File: src/rtl/uart_rx_deserializer.sv
// uart_rx_deserializer: 8N1 UART receiver with a two-flop synchroniser, mid-bit sampling
// and a single-entry holding register handed to DMA over a Valid/Ack handshake.
module uart_rx_deserializer #(
  parameter int FREQ_CLK    = 100_000_000,
  parameter int TX_SPEED    = 115_200,
  parameter int BIT_CYCLES  = FREQ_CLK / TX_SPEED,
  parameter int HALF_CYCLES = BIT_CYCLES / 2
) (
  input  logic       clk_i,
  input  logic       rst_n_i,
  input  logic       rxd_i,
  input  logic       data_ack_i,
  output logic [7:0] data_out_o,
  output logic       data_valid_o,
  output logic       frame_err_o,
  output logic       overrun_o
);
  localparam int CW = $clog2(BIT_CYCLES);
  localparam logic [CW-1:0] HALF_LAST = CW'(HALF_CYCLES - 1);
  localparam logic [CW-1:0] BIT_LAST  = CW'(BIT_CYCLES - 1);
  typedef enum logic [1:0] {IDLE, START, DATA, STOP} state_e;
  state_e        state_q, state_d;
  logic [1:0]    sync_q;
  logic          rx_s, tick;
  logic [CW-1:0] cnt_q, cnt_d;
  logic [2:0]    idx_q, idx_d;
  logic [7:0]    shift_q, shift_d, data_q, data_d;
  logic          load_q, load_d, valid_q, valid_d, ferr_q, ferr_d, ovr_q, ovr_d;
  assign rx_s = sync_q[1];
  assign tick = (state_q == START) ? cnt_q == HALF_LAST : cnt_q == BIT_LAST;
  always_comb begin
    state_d = state_q;
    cnt_d   = (state_q == IDLE || tick) ? '0 : cnt_q + 1'b1;
    idx_d   = idx_q;
    shift_d = shift_q;
    load_d  = 1'b0;
    ferr_d  = 1'b0;
    case (state_q)
      IDLE:  if (!rx_s) state_d = START;
      START: if (tick) begin
        state_d = rx_s ? IDLE : DATA;
        idx_d   = '0;
      end
      DATA:  if (tick) begin
        shift_d = {rx_s, shift_q[7:1]};
        if (idx_q == 3'd7) state_d = STOP;
        else idx_d = idx_q + 1'b1;
      end
      STOP:  if (tick) begin
        state_d = IDLE;
        load_d  = rx_s;
        ferr_d  = !rx_s;
      end
    endcase
    // an Ack on the load cycle consumes the old byte, so no overrun is flagged
    data_d  = load_q ? shift_q : data_q;
    valid_d = load_q | (valid_q & ~data_ack_i);
    ovr_d   = data_ack_i ? 1'b0 : ovr_q | (load_q & valid_q);
  end
  always_ff @(posedge clk_i or negedge rst_n_i) begin
    if (!rst_n_i) begin
      sync_q  <= 2'b11;
      state_q <= IDLE;
      cnt_q   <= '0;
      idx_q   <= '0;
      shift_q <= '0;
      load_q  <= 1'b0;
      data_q  <= '0;
      valid_q <= 1'b0;
      ferr_q  <= 1'b0;
      ovr_q   <= 1'b0;
    end else begin
      sync_q  <= {sync_q[0], rxd_i};
      state_q <= state_d;
      cnt_q   <= cnt_d;
      idx_q   <= idx_d;
      shift_q <= shift_d;
      load_q  <= load_d;
      data_q  <= data_d;
      valid_q <= valid_d;
      ferr_q  <= ferr_d;
      ovr_q   <= ovr_d;
    end
  end
  assign data_out_o   = data_q;
  assign data_valid_o = valid_q;
  assign frame_err_o  = ferr_q;
  assign overrun_o    = ovr_q;
endmodule

File: config.mk
export PLATFORM = sky130hd
export DESIGN_NAME = uart_rx_deserializer
export DESIGN_NICKNAME = d
export VERILOG_FILES = /design/src/rtl/uart_rx_deserializer.sv
export SDC_FILE = /design/constraint.sdc
export NUM_CORES = 1
export LEC_CHECK = 0
export ABC_AREA = 1
export BUFFER_PORTS_ARGS = -buffer_cell sky130_fd_sc_hd__buf_2
export CAP_MARGIN = 25
export CELL_PAD_IN_SITES_DETAIL_PLACEMENT = 1
export CELL_PAD_IN_SITES_GLOBAL_PLACEMENT = 1
export CORE_MARGIN = 4
export CORE_UTILIZATION = 48
export DETAILED_ROUTE_END_ITERATION = 8
export PLACE_DENSITY = 0.94
export SLEW_MARGIN = 10
export SYNTH_ARGS = -nofsm -noshare
export SYNTH_HDL_FRONTEND = slang
export SYNTH_SLANG_ARGS = --single-unit
File: constraint.sdc
create_clock -name clk_i -period 4.2 [get_ports clk_i]
set_input_delay 0.42 -clock clk_i [delete_from_list [all_inputs] [get_ports clk_i]]
set_output_delay 0.42 -clock clk_i [all_outputs]
set_load 0.02 [all_outputs]
==> results of run 1 <==
[state kept, by name, summed over array words and instances, names as in the netlist, named ones only]
name and count:
idx_q 3, state_q 1, overrun_o 1, load_q 1, data_valid_o 1, sync_q 2
frame_err_o 1, shift_q 8, cnt_q 10, data_out_o 8
[path summary, 6_finish.rpt]
path / endpoint / slack (ns) / cells after the start
max: idx_q[0]$_DFFE_PN0P_ / 2.68 / 8
min: cnt_q[7]$_DFF_PN0_ / 0.14 / 1
max reg2reg: idx_q[0]$_DFFE_PN0P_ / 2.68 / 8
min reg2reg: sync_q[1]$_DFF_PN1_ / 0.37 / 0
max in group asynchronous: cnt_q[3]$_DFF_PN0_ / 3.53 / 1
min in group clk_i: sync_q[0]$_DFF_PN1_ / 0.17 / 1
[per-layer routing]
layer | vias to the layer above | share of wire, %
met5 | - | 0
met4 | 0 | 1.8
met3 | 6 | 3.4
met2 | 14 | 51
met1 | 611 | 43
li1 | 579 | -
[cells by family (layout without fill, tap and decap cells)]
| kind of cell | count (synthesis) | count (layout) |
|---|---|---|
| adder cells (fa/ha/maj) | 3 | 3 |
| AO/OA/AOI/OAI | 21 | 21 |
| multiplexers | 1 | 1 |
| buffers and inverters | 29 | 46 |
| XOR/XNOR | 2 | 2 |
| flip-flops | 37 | 37 |
| AND/OR/NAND/NOR | 81 | 81 |
[area by class of cell]
type                    count  area [um2]
fillers                   383        1370
flip-flops and latches     37         928
multi-input cells         108         574
inverters                  25        93.8
repair buffers             14        70.1
well taps                  44        55.1
clock buffers               6        51.3
clock inverters             1        7.51
[cells in the final DEF (no fill, tap or decap), drive strengths merged, types with 3 or more instances in the layout]
cell type  count
nand2         38
dfrtp         35
nor2          26
inv           25
buf           14
a21oi         10
o21ai         10
nand3          8
clkbuf         6
ha             3
nor3           3
[metrics by stage]
stage	hold WS, ns	utilization (%)
finish	0.141	56.5
global route	0.151	56.5
global placement	0.347	54.6
floorplan	0.124	-
detailed placement	0.349	54.6
CTS	0.151	56.5
[worst max-delay path, cell delays in order (launching register included)]
cell and delay [ns]:
dfrtp_1 0.42, ha_1 0.21, ha_1 0.18, nor2_1 0.15, nor2_1 0.07, nor2_1 0.16, nand2_1 0.07, o21ai_0 0.10
inv_1 0.06
[power breakdown]
group          total [mW]  switching (mW)  internal, mW  leakage [nW]
Sequential          0.359        0.000707         0.358         0.495
Combinational     0.00851         0.00744       0.00106         0.427
Clock               0.193           0.115        0.0783        0.0303
Total               0.560           0.123         0.437         0.953
==> summary.txt, run 1 <==
CTS resizes - 0
PwrDens - 315 mW/mm2
area share of the largest cell type after synthesis - 53.8%
status - finished clean
Syn Inst Count - 174
Synth area leaders - dfrtp_1 54%, nand2_1 7.6%, inv_1 5.3%, nor2_1 5.3%, dfstp_2 3.2%
total core area - 0.00315 mm2
final setup TNS - 0 ns
main flop type after synthesis - dfrtp_1
Final GP Congestion - 0.752
dpl cells - 228
number of synthesized flops with an enable pin - 0
post-layout min period - 1.52 ns
Final Cycle Share - 36.1%
dpl ws - 2.70 ns
register bit total from synthesis - 37
max-cap violation count - 0
Crit. Startpoint - idx_q[0]$_DFFE_PN0P_
Design Power - 0.560 mW
clk slew on worst S/H paths - 0.11 ns
Synth Cell Area - 0.00163 mm2
Leakage - 0.953 nW
Layout area overhead - 9.46%
I/O pin cnt - 15
max-slew violations - 0
Compound-Gate Fraction of Synth Area - 7.08%
GR Layer Usage met3 - 6.29%
upper clock frequency limit - 659 MHz
initial antenna violation count - 0
fraction of layout cells with a size suffix above 1 - 19.9%
Placement Cell Area - 0.00172 mm2
DR WL/cell - 14.4 um
Clock Sinks - 37
adder-cell share of the synthesized area - 2.31%
maximum number of pins on one net before global-route repair - 38
ant diodes - 0
worst vdd ir - 0.188 mV
Via Count - 1210
Seq/Total Area, Yosys - 57.1%
die area - 0.00438 mm2
GR peak layer - met2
CP endpoint kind - register
WL final - 3.38 mm
worst reg2reg path startpoint - idx_q[0]$_DFFE_PN0P_
RSZ-0062 raised after global routing - no
multiplexer share of the synthesized area - 0.692%
Initial DRT Pass Iterations - 4
Hold-fix buffers, CTS - 0
HPWL Detailed - 2.48 mm
largest family of logic cells by synthesized area - simple AND/OR/NAND/NOR gates
Port-buffer cells - 14
Die Wd - 66.2 um
initial drt markers - 45
largest buffer count on any clock path - 2
YS warnings - 0
Hold Path Class - input pin to asynchronous set/reset pin
CP Class - register to register
Worst EP required - 4.44 ns
DRC viols - 0
slack of the critical path - 2.68 ns
number of buffers created by CTS - 5
Detail Route Antenna Nets - 0
setup repair bufs after CTS - 0
top post-synthesis cells by count - 35 x dfrtp_1, 33 x nand2_1, 23 x inv_1, 23 x nor2_1, 10 x a21oi_1
count leader, synth - dfrtp_1
gr usage total - 18.5%
worst skew pair latency - 0.35 ns
Die Height - 66.2 um
Post-Layout Cell Count - 235
# nets final - 198
CP Max Fanout - 3
Syn Area/Cell - 9.35 um2
setup violators final - 0
simple-gate share of the synthesized area - 24.2%
CTS Root Buffer Type - clkbuf_4
Setup Skew - 0.0191 ns
TritonCTS clock tree - built
Synth area leader - dfrtp_1
starting density of the core - 51.6%
H-tree levels - 2
vias in the first global route - 1324
Hold Vio Cnt, Final - 0
relative slew slack - 46.0%
Row Count - 20
CP Launch Type - register
Syn Nets - 181
worst-margin pin slew - 0.810 ns
met2 Use GR - 31.7%
Synth Area in XOR/XNOR - 1.08%
Distinct cells, synth - 28
post-route cell area - 0.00178 mm2
met1 usage - 20.8%
fraction of registers with async set/reset - 100%
via/cell ratio - 5.15
first-pass GRT wire length - 5.98 mm
total gr overflow - 0
crit path DAT - 1.76 ns
No activity file was read; power rests on OpenSTA's default activity.
==> run 2, diff against run 1 <==
--- a/config.mk
+++ b/config.mk
@@ -11,9 +11,9 @@
 export CELL_PAD_IN_SITES_DETAIL_PLACEMENT = 1
 export CELL_PAD_IN_SITES_GLOBAL_PLACEMENT = 1
 export CORE_MARGIN = 4
-export CORE_UTILIZATION = 48
+export CORE_UTILIZATION = 40
 export DETAILED_ROUTE_END_ITERATION = 8
-export PLACE_DENSITY = 0.94
+export PLACE_DENSITY = 0.85
 export SLEW_MARGIN = 10
 export SYNTH_ARGS = -nofsm -noshare
 export SYNTH_HDL_FRONTEND = slang
==> constraint.sdc (replaced) <==
create_clock -name clk_i -period 1.3 [get_ports clk_i]
set_input_delay 0.13 -clock clk_i [delete_from_list [all_inputs] [get_ports clk_i]]
set_output_delay 0.13 -clock clk_i [all_outputs]
set_load 0.02 [all_outputs]
==> summary.txt, run 2 (synthesis results as in run 1) <==
status - finished with violations
violations in the final reports - negative setup slack
I/O pin cnt - 15 (unchanged)
CP endpoint kind - register
worst vdd ir - 0.498 mV (+160%)
post-route cell area - 0.00223 mm2 (+25%)
fraction of layout cells with a size suffix above 1 - 42.5% (+23 points)
total gr overflow - 0 (unchanged)
Port-buffer cells - 14 (unchanged)
Final GP Congestion - 0.770 (+2.4%)
met2 Use GR - 30.2% (-1.5 points)
commonest non-fill, non-tap cell in the layout - dfrtp_1
Die Height - 71.8 um (+8.4%)
commonest non-fill, non-tap cells in the layout - 35 x dfrtp_1, 27 x buf_4, 25 x nand2_1
DR WL/cell - 16.6 um (+15%)
CP Max Fanout - 8 (+5)
final core utilization - 58.6% (+2.2 points)
WL final - 4.54 mm (+34%)
Leakage - 1.16 nW (+22%)
initial antenna violation count - 0 (unchanged)
PwrDens - 901 mW/mm2 (+190%)
Post-Layout Cell Count - 274 (+17%)
Row Count - 22 (+10%)
max reg flops - 10 (unchanged)
final setup TNS - -2.93 ns (-2.93 ns)
GR Layer Usage met3 - 4.77% (-1.5 points)
Hold Vio Cnt, Final - 0 (unchanged)
first-pass GRT wire length - 6.88 mm (+15%)
TritonCTS clock tree - built
Die Wd - 71.8 um (+8.4%)
worst skew pair latency - 0.30 ns (-0.05 ns)
die area - 0.00515 mm2 (+18%)
largest buffer count on any clock path - 2 (unchanged)
CTS Root Buffer Type - clkbuf_8
Hold Path Class - register to register
CP Class - register to register
Via Count - 1382 (+14%)
number of buffers created by CTS - 5 (unchanged)
Design Power - 2.01 mW (+260%)
vias in the first global route - 1451 (+9.6%)
# nets final - 232 (+17%)
GR peak layer - met2
initial drt markers - 48 (+6.7%)
DRC viols - 0 (unchanged)
Reg with most FFs - cnt_q
maximum number of pins on one net before global-route repair - 38 (unchanged)
max-cap violation count - 0 (unchanged)
post-layout min period - 1.47 ns (-0.0488 ns)
crit path DAT - 1.69 ns (-0.07 ns)
gr usage total - 17.4% (-1.1 points)
met1 usage - 20.7% (-0.099 points)
Final Cycle Share - 113% (+77 points)
worst-margin pin slew - 0.468 ns (-0.341 ns)
relative slew slack - 68.8% (+23 points)
Setup Skew - 0.00970 ns (-0.00937 ns)
Placement Cell Area - 0.00191 mm2 (+11%)
via/cell ratio - 5.04 (-2.0%)
CP Launch Type - register
fillcell total - 427 (+11%)
setup violators final - 25 (+25)
RSZ-0062 raised after global routing - yes
Clock Sinks - 37 (unchanged)
max-slew violations - 0 (unchanged)
ant diodes - 0 (unchanged)
Worst EP required - 1.52 ns (-2.92 ns)
dpl cells - 255 (+12%)
H-tree levels - 2 (unchanged)
total core area - 0.00380 mm2 (+20%)
upper clock frequency limit - 681 MHz (+3.3%)
slack of the critical path - -0.168 ns (-2.85 ns)
clk slew on worst S/H paths - 0.08 ns (-0.03 ns)
Initial DRT Pass Iterations - 4 (unchanged)
Detail Route Antenna Nets - 0 (unchanged)
starting density of the core - 42.8% (-8.8 points)
Layout area overhead - 36.9%
HPWL Detailed - 2.68 mm (+7.8%)
==> run 2: changes by cell type in the layout (fill, tap and decap cells not counted), sizes merged <==
cell / change
buf: +29
clkinv: +2
dlygate4sd3: +3
nor2: +1
==> run 2: final timing paths <==
| kind | startpoint | to | slack (ns) | depth (start not counted) |
|---|---|---|---|---|
| hold / removal | sync_q[0]$_DFF_PN1_ | sync_q[1]$_DFF_PN1_ | 0.36 | 0 |
| setup / recovery | cnt_q[7]$_DFF_PN0_ | shift_q[4]$_DFFE_PN0P_ | -0.17 | 7 |
| max in group asynchronous | rst_n_i | sync_q[0]$_DFF_PN1_ | 0.54 | 3 |
| setup reg to reg | cnt_q[7]$_DFF_PN0_ | shift_q[4]$_DFFE_PN0P_ | -0.17 | 7 |
| min in group asynchronous | rst_n_i | cnt_q[6]$_DFF_PN0_ | 0.39 | 3 |
| hold reg to reg | sync_q[0]$_DFF_PN1_ | sync_q[1]$_DFF_PN1_ | 0.36 | 0 |
==> run 2: metal layers <==
layer  vias to the layer above  wire (um)
met5                         -          0
met4                         0        115
met3                        11        147
met2                        28       2350
met1                       695       1920
li1                        648          -
==> run 2: what timing repair did <==
item / CTS / global route
pin swaps: 9 / 12
setup buffers: 1 / 5
hold buffers: 2 / 1
hold endpoints to repair: 36 / 1
endpoints found under the setup margin: 23 / 25
gates resized for setup: 20 / 18
cloned: 1 / 1
==> run 2: layout make-up <==
| cell class | instances | area [um2] | area share (%) |
|---|---|---|---|
| multi-input cells | 109 | 699 | 31.4 |
| repair buffers | 47 | 359 | 16.1 |
| flip-flops and latches | 37 | 928 | 41.7 |
| inverters | 25 | 93.8 | 4.21 |
| clock inverters | 3 | 17.5 | 0.787 |
| clock buffers | 5 | 68.8 | 3.09 |
| well taps | 48 | 60.1 | 2.70 |
==> run 2: worst max-delay path, cell delays in order, from the launching register on <==
cell     delay [ns]
dfrtp_1        0.43
nand2_2        0.12
nand3_2        0.09
nor2_4         0.14
nand3_4        0.17
nor2_4         0.26
nand2_1        0.10
o21ai_1        0.08
==> run 2: metrics by stage <==
step	worst slack, ns	hold slack [ns]
final	-0.168	0.365
after global routing	-0.295	0.368
after CTS	-0.126	0.00219
after detailed placement	-0.176	0.203
after global placement	-0.0582	0.204
after floorplan	0.00149	-0.166
==> run 2: power breakdown <==
part	switching [mW]	internal, mW
sequential	0.00306	1.16
combinational	0.0257	0.0113
clock	0.442	0.370
==> run 3, diff against run 2 <==
--- a/config.mk
+++ b/config.mk
@@ -14,6 +14,7 @@
 export CORE_UTILIZATION = 40
 export DETAILED_ROUTE_END_ITERATION = 8
 export PLACE_DENSITY = 0.85
+export RECOVER_POWER = 50
 export SLEW_MARGIN = 10
 export SYNTH_ARGS = -nofsm -noshare
 export SYNTH_HDL_FRONTEND = slang
==> summary.txt, run 3 (synthesis results as in run 1) <==
CP Max Fanout - 8 (unchanged)
H-tree levels - 2 (unchanged)
Placement Cell Area - 0.00191 mm2 (unchanged)
relative slew slack - 44.4% (-24 points)
Reg with most FFs - cnt_q
Buf/Inv on CP - 0 (unchanged)
Worst EP required - 1.52 ns (about the same)
Row Count - 22 (unchanged)
gr usage total - 17.4% (unchanged)
violations in the final reports - negative setup slack
worst skew pair latency - 0.30 ns (about the same)
Initial DRT Pass Iterations - 4 (unchanged)
setup violators final - 25 (unchanged)
Register Area - 928 um2 (unchanged)
Die Height - 71.8 um (unchanged)
die area - 0.00515 mm2 (unchanged)
Final GP Congestion - 0.770 (unchanged)
CP peak stage delay - 0.43 ns (about the same)
hold depth - 0 (unchanged)
starting density of the core - 42.8% (unchanged)
commonest non-fill, non-tap cells in the layout - 35 x dfrtp_1, 26 x buf_4, 25 x nand2_1
most used cell, CP - nor2_4
Hold Path Class - register to register
HPWL Detailed - 2.68 mm (unchanged)
initial antenna violation count - 0 (unchanged)
Detail Route Antenna Nets - 0 (unchanged)
crit path DAT - 1.69 ns (about the same)
total core area - 0.00380 mm2 (unchanged)
CP Class - register to register
hold_sp - sync_q[0]$_DFF_PN1_
Hold Vio Cnt, Final - 0 (unchanged)
DR WL/cell - 16.7 um (+0.62%)
TritonCTS clock tree - built
Via Count - 1380 (-0.14%)
DRC viols - 0 (unchanged)
maximum number of pins on one net before global-route repair - 38 (unchanged)
commonest non-fill, non-tap cell in the layout - dfrtp_1
initial drt markers - 48 (unchanged)
clk slew on worst S/H paths - 0.08 ns (about the same)
fraction of layout cells with a size suffix above 1 - 42.5% (unchanged)
post-layout min period - 1.47 ns (-0.000120 ns)
largest buffer count on any clock path - 2 (unchanged)
vias in the first global route - 1451 (unchanged)
critical path depth in cells - 7 (unchanged)
worst reg2reg path startpoint - cnt_q[7]$_DFF_PN0_
total gr overflow - 0 (unchanged)
Layout area overhead - 36.8%
Die Wd - 71.8 um (unchanged)
CP endpoint kind - register
worst vdd ir - 0.495 mV (-0.57%)
via/cell ratio - 5.04 (-0.14%)
Design Power - 2.00 mW (-0.23%)
status - finished with violations
ant diodes - 0 (unchanged)
Crit. Startpoint - cnt_q[7]$_DFF_PN0_
WL final - 4.56 mm (+0.62%)
Slowest cell on crit path - dfrtp_1
worst-margin pin slew - 0.833 ns (+0.365 ns)
max-slew violations - 0 (unchanged)
max reg flops - 10 (unchanged)
slack of the critical path - -0.168 ns (+0.000120 ns)
Largest delay share family, worst path - simple AND/OR/NAND/NOR gates
number of buffers created by CTS - 5 (unchanged)
CTS Root Buffer Type - clkbuf_8
crit path cell chain - nand2_2, nand3_2, nor2_4, nand3_4, nor2_4, nand2_1, o21ai_1
Leakage - 1.16 nW (about the same)
Final Cycle Share - 113% (about the same)
R2R cell count - 7 (unchanged)
# nets final - 232 (unchanged)
Port-buffer cells - 14 (unchanged)
CP Launch Type - register
Clock Sinks - 37 (unchanged)
post-route cell area - 0.00222 mm2 (-0.11%)
RSZ-0062 raised after global routing - yes
I/O pin cnt - 15 (unchanged)
Setup Skew - 0.00827 ns (-0.00143 ns)
first-pass GRT wire length - 6.88 mm (unchanged)
PwrDens - 900 mW/mm2 (-0.12%)
upper clock frequency limit - 681 MHz (about the same)
footprint of the multi-input gates - 699 um2 (unchanged)
fillcell total - 427 (unchanged)
max-cap violation count - 0 (unchanged)
## run 3: cell counts in the layout (fill, tap and decap cells not counted)
No cell type changed its count.
## run 3: final timing paths
path	endpoint	slack, ns
min in group asynchronous	cnt_q[6]$_DFF_PN0_	0.54
hold / removal	sync_q[1]$_DFF_PN1_	0.36
hold reg to reg	sync_q[1]$_DFF_PN1_	0.36
setup reg to reg	shift_q[4]$_DFFE_PN0P_	-0.17
max in group asynchronous	cnt_q[4]$_DFF_PN0_	0.22
setup / recovery	shift_q[4]$_DFFE_PN0P_	-0.17
## run 3: through the flow
| stage | hold WS, ns | util, % | TNS [ns] | std cells | setup WS (ns) |
|---|---|---|---|---|---|
| after detailed placement | 0.203 | 50.3 | -1.98 | 255 | -0.176 |
| after global placement | 0.204 | 50.3 | -0.346 | 255 | -0.0582 |
| after global routing | 0.368 | 58.6 | -5.36 | 274 | -0.295 |
| after floorplan | -0.166 | - | 0 | 174 | 0.00149 |
| after CTS | 0.00219 | 55.0 | -2.64 | 267 | -0.126 |
| final | 0.364 | 58.6 | -2.88 | 274 | -0.168 |
## run 3: layout make-up
cell class                      count  area share [%]
Sequential cell                    37            41.7
Timing Repair Buffer               47            16.0
Tap cell                           48            2.70
Clock inverter                      3           0.787
Multi-Input combinational cell    109            31.4
Inverter                           25            4.22
Clock buffer                        5            3.09
## run 3: routing by layer
metal	vias to the layer above	global-route usage [%]	part of all wire (%)
met4	0	5.64	2.5
met5	-	0	0
met2	22	30.2	52
met3	11	4.77	2.9
met1	698	20.7	43
li1	649	-	-
## run 3: report_power, final
part | total (mW) | internal (mW) | switching (mW)
Clock | 0.808 | 0.370 | 0.438
Sequential | 1.16 | 1.16 | 0.00313
Combinational | 0.0364 | 0.0102 | 0.0261
## run 3: what timing repair did
item	CTS	global route
hold buffers	2	1
resized for setup	20	18
endpoints found under the hold margin	36	1
setup buffers	1	5
pin swaps	9	12
endpoints found under the setup margin	23	25
gates cloned	1	1
## run 3: worst reg2reg max path: cells and delay by family (launching register included)
kind             cells  cell delay, ns
AO/OA/AOI/OAI        1            0.09
flip-flops           1            0.43
AND/OR/NAND/NOR      6            0.88
